===== src/rtl/uart_tx.sv =====
// rtl/uart_tx.sv - serial transmitter: start, 8 data bits LSB first, parity, stop
//
// Ports:
//   clk        - single clock, all state changes on its rising edge
//   reset      - asynchronous active-high reset
//   data_in    - byte to send, captured when a request is accepted
//   parity_bit - parity from the upstream stage, captured on accept, sent as-is
//   tx_start   - request to send; honoured only while idle, never queued
//   tx         - registered serial line, idle high
//   tx_busy    - high while a frame is in progress
//   tx_done    - one-cycle pulse as the block returns to idle

`timescale 1ns/1ps

module uart_tx #(
  parameter int CLKS_PER_BIT = 16
) (
  input  logic       clk,
  input  logic       reset,
  input  logic [7:0] data_in,
  input  logic       parity_bit,
  input  logic       tx_start,
  output logic       tx,
  output logic       tx_busy,
  output logic       tx_done
);

  localparam int CW = (CLKS_PER_BIT > 2) ? $clog2(CLKS_PER_BIT) : 1;
  localparam logic [CW-1:0] BIT_LAST  = CW'(CLKS_PER_BIT - 1);
  // The stop state ends one cycle early: the final stop-bit cycle is the
  // IDLE/tx_done cycle, so a request accepted then starts the next frame with
  // no gap while the stop bit still lasts a full CLKS_PER_BIT cycles on tx.
  localparam logic [CW-1:0] STOP_LAST = CW'(CLKS_PER_BIT - 2);

  typedef enum logic [2:0] {
    S_IDLE   = 3'd0,
    S_START  = 3'd1,
    S_DATA   = 3'd2,
    S_PARITY = 3'd3,
    S_STOP   = 3'd4
  } state_t;

  state_t          r_state;
  state_t          w_state_next;
  logic [CW-1:0]   r_cnt;
  logic [CW-1:0]   w_cnt_next;
  logic [2:0]      r_idx;
  logic [2:0]      w_idx_next;
  logic [7:0]      r_data;
  logic            r_parity;
  logic            r_tx;
  logic            r_busy;
  logic            r_done;
  logic            w_tx_next;
  logic            w_busy_next;
  logic            w_done_next;
  logic            w_accept;
  logic            w_bit_end;
  logic            w_stop_end;

  assign w_accept   = (r_state == S_IDLE) && tx_start;
  assign w_bit_end  = (r_cnt == BIT_LAST);
  assign w_stop_end = (r_cnt == STOP_LAST);

  // State register
  always_ff @(posedge clk or posedge reset) begin
    if (reset) begin
      r_state <= S_IDLE;
    end else begin
      r_state <= w_state_next;
    end
  end

  // Next-state logic
  always_comb begin
    w_state_next = r_state;
    case (r_state)
      S_IDLE:   if (tx_start)                      w_state_next = S_START;
      S_START:  if (w_bit_end)                     w_state_next = S_DATA;
      S_DATA:   if (w_bit_end && (r_idx == 3'd7))  w_state_next = S_PARITY;
      S_PARITY: if (w_bit_end)                     w_state_next = S_STOP;
      S_STOP:   if (w_stop_end)                    w_state_next = S_IDLE;
      default:                                     w_state_next = S_IDLE;
    endcase
  end

  // Bit-period counter and data-bit index
  always_comb begin
    w_cnt_next = r_cnt + CW'(1);
    // Restart the bit period on every bit boundary and every state change;
    // held at zero while idle.
    if ((w_state_next == S_IDLE) || (w_state_next != r_state) || w_bit_end) begin
      w_cnt_next = '0;
    end
    w_idx_next = r_idx;
    // 3-bit index wraps 7 -> 0 as DATA hands over to PARITY.
    if ((r_state == S_DATA) && w_bit_end) begin
      w_idx_next = r_idx + 3'd1;
    end
  end

  // Output logic: computed from the next state so tx/tx_busy register on the
  // same edge as the state they describe.
  always_comb begin
    w_tx_next = 1'b1;
    case (w_state_next)
      S_START:  w_tx_next = 1'b0;
      S_DATA:   w_tx_next = r_data[w_idx_next];
      S_PARITY: w_tx_next = r_parity;
      default:  w_tx_next = 1'b1;
    endcase
    w_busy_next = (w_state_next != S_IDLE);
    w_done_next = (r_state == S_STOP) && w_stop_end;
  end

  // Datapath and output registers
  always_ff @(posedge clk or posedge reset) begin
    if (reset) begin
      r_cnt    <= '0;
      r_idx    <= 3'd0;
      r_data   <= 8'd0;
      r_parity <= 1'b0;
      r_tx     <= 1'b1;
      r_busy   <= 1'b0;
      r_done   <= 1'b0;
    end else begin
      r_cnt  <= w_cnt_next;
      r_idx  <= w_idx_next;
      r_tx   <= w_tx_next;
      r_busy <= w_busy_next;
      r_done <= w_done_next;
      if (w_accept) begin
        r_data   <= data_in;
        r_parity <= parity_bit;
      end
    end
  end

  assign tx      = r_tx;
  assign tx_busy = r_busy;
  assign tx_done = r_done;

endmodule


===== config.mk =====
export PLATFORM = sky130hd
export DESIGN_NAME = uart_tx
export DESIGN_NICKNAME = d
export VERILOG_FILES = /design/src/rtl/uart_tx.sv
export SDC_FILE = /design/constraint.sdc
export NUM_CORES = 1
export LEC_CHECK = 0
export ABC_CLOCK_PERIOD_IN_PS = 2620
export CAP_MARGIN = 20
export CORE_AREA = 2 2 54 56
export DETAILED_ROUTE_END_ITERATION = 10
export DIE_AREA = 0 0 56 58
export HOLD_SLACK_MARGIN = 0.1
export PLACE_DENSITY_LB_ADDON = 0.2
export SLEW_MARGIN = 40
export SYNTH_ARGS = -nofsm -noshare
export SYNTH_HDL_FRONTEND = slang
export SYNTH_SLANG_ARGS = --single-unit

===== constraint.sdc =====
create_clock -name clk -period 2.62 [get_ports clk]
set_input_delay 0.655 -clock clk [delete_from_list [all_inputs] [get_ports clk]]
set_output_delay 0.655 -clock clk [all_outputs]
set_load 0.03 [all_outputs]

# --- Yosys cells after proc, flatten, opt, wreduce, memory -nomap -nowiden ---
# Cells that the tools add are included.
totals:
  ff_bits: 22
  input_bits: 12
  out_inout_bits: 3
  word_cells: 42
classes:
  add_sub_neg: 2
  n_lt_le_gt_ge: 1
  n_eq_ne: 11
  muxes: 11
  reduce_logical: 9
ops:
  columns: ["operator", "count"]
  rows:
  - ["$mux 3", 6]
  - ["$pmux 3 s5", 1]
  - ["$eq 3x2->1 const B", 4]
  - ["$eq 4x4->1 const B", 2]
  - ["$eq 3x1->1 const B", 2]
  - ["$eq 3x3->1 const B", 2]
  - ["$logic_not 3->1", 2]
  - ["$add 4x1->4 const B", 1]
  - ["$logic_and 1x1->1", 4]
  - ["$lt 3x4->1 const B", 1]
  - ["$mux 4", 1]
  - ["$add 3x1->3 const B", 1]
  - ["$bmux 1 s3", 1]
  - ["$ne 3x3->1", 1]
  - ["$pmux 1 s3", 1]
  - ["$reduce_bool 3->1", 1]
  - ["$logic_or 1x1->1", 2]
  - ["$mux 1", 1]

# --- Depth between registers and ports, before layout ---
depth:
  word_depth: 8
  depth_mapped: 7
  ltp_nobuf: 7

# --- Worst setup path before layout ---
# Ideal clock, no wire load.
synth_path:
  path_kind: "reg2reg"
  startpoint: "register r_cnt[0]"
  endpoint: "register r_tx (netlist: tx)"
  setup_time_ps: 94
  arrival_time_ps: 1647
  required_ps: 2526
  slack_ps: 879
  stages_incl_launch_ff: 7
  n_path_buf: 0
  period_less_slack_ps: 1741
  path_cell_list: "dfrtp_1 > ha_1 > and3_4 > a311oi_1 > nor3_1 > a2111oi_0 > a31oi_1"
synth_between:
  elab_chain_cells: 6
  word_cells_on_any_way: 16
  cone_classes: "5 x eq/ne; 9 x mux; 2 x reduce/logical"
synth_lines:
  columns: ["item", "line_no", "source"]
  rows:
  - ["start, declared", "45", "logic [CW-1:0] r_cnt;"]
  - ["start signal, assigned", "127", "r_cnt <= w_cnt_next;"]
  - ["$eq 4x4->1", "62", "assign w_bit_end = (r_cnt == BIT_LAST);"]
  - ["$logic_and 1x1->1", "80", "S_DATA: if (w_bit_end && (r_idx == 3'd7)) w_state_next = S_PARITY;"]
  - ["$mux 3", "80", null]
  - ["$pmux 3 s5 (*)", "77", "case (r_state)"]
  - ["via w_state_next[0]", "44", "state_t w_state_next;"]
  - ["$eq 3x2->1 or $eq 3x1->1 (tied branches)", "106", "case (w_state_next)"]
  - ["$pmux 1 s3 (*)", "106", null]
  - ["via w_tx_next", "54", "logic w_tx_next;"]
  - ["end signal, assigned", "129", "r_tx <= w_tx_next;"]
  - ["end, declared", "51", "logic r_tx;"]
# Mark *: on every way through the listed nets, which the timed path passes. The rest lies on a longest branch. The select of a mux whose other input is x is not followed.
# A chain may end at the register's enable or synchronous reset.

# --- Worst setup path after layout ---
layout_path:
  startpoint: "register r_tx (netlist: tx)"
  endpoint: "output port tx"
layout_lines:
  columns: ["item", "line_no", "source"]
  rows:
  - ["end, declared", "23", "output logic tx,"]
# No word-level cell between the ends.

==> flow_summary.ini <==
[worst_hold_path]
min_from = r_cnt[0]$_DFF_PP0_
hold_path_depth = 1
hold_class = register to register
whs_endpoint = r_cnt[0]$_DFF_PP0_

[finish]
final_cells = 142
layout.area.seq_um2 = 552
final_common_cell = dfrtp_1
syn_to_final_growth_pct = 14.7
drive_above_1_share_pct = 22.5
multiInputGateArea_um2 = 543
num_antenna_cells = 0
fin_nets = 128
layout_common_cells = dfrtp_1 (21), clkdlybuf4s50_1 (14), mux2_2 (10)
fillers = 255

[yosys]
post_synth_num_cell_types = 39
synth_nets = 112
seq_area_frac_synth_pct = 47.6
ys_warn_count = 0
syn_inst = 96
ys_ff_latch = 22
synth.top_cell.area_share_pct = 45.3
netlist_area_um2 = 1160
ys_top_cells_by_area = dfrtp_1 (45%), mux2_2 (9.7%), ha_1 (4.3%)
yosysTopAreaCell = dfrtp_1
syn_avg_cell_area_um2 = 12.1

[timing]
clock_skew_ps = 10.4
tightest_slew_ps = 408
setup_tns_ps = 0
max_freq_ghz = 0.469
fin_crit_sh_pct = 81.4
setup_violations = 0
fin_crit_ps = 2130
hold_violations = 0
rsz0062_at_grt = no
slew_headroom_pct = 72.1
slew_violations = 0

[detailed_routing]
drtAntennaViolNets = 0
route.vias.total = 740
drt-wirelength-per-cell_um = 12.5
routed_via_density = 5.21
first_iter_violations = 10
first_pass_iters = 4
routed_wl_um = 1770
drc_errors = 0

[setup_path]
critical-path-top-delay-family = buffers and inverters
r2r_setup_slack_ps = 660
critPathRequiredTime_ps = 1970
worstPathCellList = clkdlybuf4s50_1
reg2reg_to = tx$_DFF_PP1_
cp_slowest_cell = clkdlybuf4s50_1
path_class = register to output pin
crit_path_max_incr_delay_ps = 650
worst-path-max-fanout = 1
cp-start-kind = register
reg2regPathDepth = 6
end_kind = output pin
cp_num_buf_inv = 1
reg2reg_from = r_idx[0]$_DFF_PP0_
crit_arrival_ps = 1480

[floorplan]
die_w_um = 56
num_rows = 19
start_util_pct = 43.6
die_h_um = 58
coreArea_um2 = 2660
dieArea_um2 = 3250
io_pins = 15

[power]
leakagePower_uw = 0.000561
power_switching_uw = 380
swShare_pct = 33.0
powerDensity_nw_per_um2 = 866
p_seq_share_pct = 51.0
p_total_uw = 1150
clkPwrFrac_pct = 13.7
internal_power_uw = 772
comb_power_share_pct = 35.4
max-vdd-ir-drop_mv = 0.620

[clocking]
cts-root-buf = clkbuf_4
post_cts_resized = 0
hold_buffers = 0
cts_made_buffers = 3
cts_sinks = 22
cts_tree = done
clkSlewWorstSetupHoldPaths_ps = 120
clockBufferDepth = 2
cts_setup_buffers = 0
cts-htree-levels = 1
clkLatencyLatePin_ps = 300

[global_route]
antenna_found_initial = 0
grt_remaining_overflow = 0
track_usage_pct = 12.8
grt_max_degree = 23
grt_pass1_vias = 762
grt_pass1_wl_um = 3270

[placement]
placed_cells = 138
portBuffers = 14
routabilityCongestion = 0.793
place_hpwl_um = 1370

[status]
status = completed

[run]
drv_cap = 0
[worst max-delay path by stage]
stage,from,to,cells after the start
after floorplan,r_cnt[0]$_DFF_PP0_,tx$_DFF_PP1_,6
after global placement,tx_start,tx$_DFF_PP1_,6
after detailed placement,tx_start,tx$_DFF_PP1_,6
after CTS,tx$_DFF_PP1_,tx,1
after global routing,tx$_DFF_PP1_,tx,1
final,tx$_DFF_PP1_,tx,1
[routing by layer]
metal	GRT usage, %	up-vias	share of wire (%)
li1	-	376	-
met1	16.3	354	50
met2	21.2	8	46
met3	2.46	2	3.3
met4	6.12	0	0.90
met5	0	-	0
[metrics by stage]
stage / util [%] / instance area, um2 / setup slack [ps] / hold slack, ps
after floorplan: - / 1160 / 879 / 454
after global placement: 49.0 / 1300 / 410 / 470
after detailed placement: 49.0 / 1300 / 343 / 485
after CTS: 50.0 / 1330 / 467 / 503
after global routing: 50.0 / 1330 / 441 / 524
final: 50.0 / 1330 / 486 / 496
[power by group through the flow]
stage               combinational [uW]  clock [uW]  sequential, uW
floorplan                          342           0             572
global placement                   401           0             589
detailed placement                 414           0             599
CTS                                415         167             591
global route                       454         179             615
finish                             408         157             587
[cells in the mapped netlist]
cell type / count
a311oi_1: 1
nor3_1: 3
and2b_2: 1
or3_1: 1
nor2b_1: 1
buf_6: 1
a211o_2: 1
nand2_1: 4
xnor2_1: 3
o22ai_1: 1
mux2i_1: 3
and2_2: 2
o21ai_0: 1
and3_4: 1
a32oi_1: 1
or2_2: 1
nand3_1: 2
clkbuf_8: 2
clkbuf_1: 1
buf_4: 1
o211ai_1: 1
nor3b_1: 2
nand3_2: 1
mux4_1: 1
xor2_1: 1
a21boi_0: 1
a31oi_1: 1
inv_1: 4
nor2_1: 8
mux4_4: 1
a211oi_1: 1
dfrtp_1: 21
dfstp_2: 1
o221ai_1: 1
nand2b_1: 2
ha_1: 4
a21o_2: 1
mux2_2: 10
a2111oi_0: 2
[cells by family (layout without fill, tap and decap cells)]
group	count (synthesis)	count (layout)	share of synthesized area [%]
compound gates	13	13	8.85
mux	15	15	16.7
fa+ha+maj	4	4	4.32
buf+inv	9	24	5.61
simple gates	29	29	13.9
flops	22	22	47.6
xor+xnor	4	4	3.02
[sequential cells by signal (all words and copies together) (netlist names)]
signal / cells
r_state: 3
r_parity: 1
tx_done: 1
r_data: 8
tx_busy: 1
r_idx: 3
r_cnt: 4
tx: 1
[final cells by class]
| cell class | instances | share of cell area (%) |
|---|---|---|
| clock buffers | 4 | 1.98 |
| inverters | 4 | 1.13 |
| multi-input cells | 65 | 40.8 |
| flip-flops and latches | 22 | 41.5 |
| well taps | 31 | 2.92 |
| repair buffers | 16 | 11.7 |
Power figures use the tool's default switching activity.
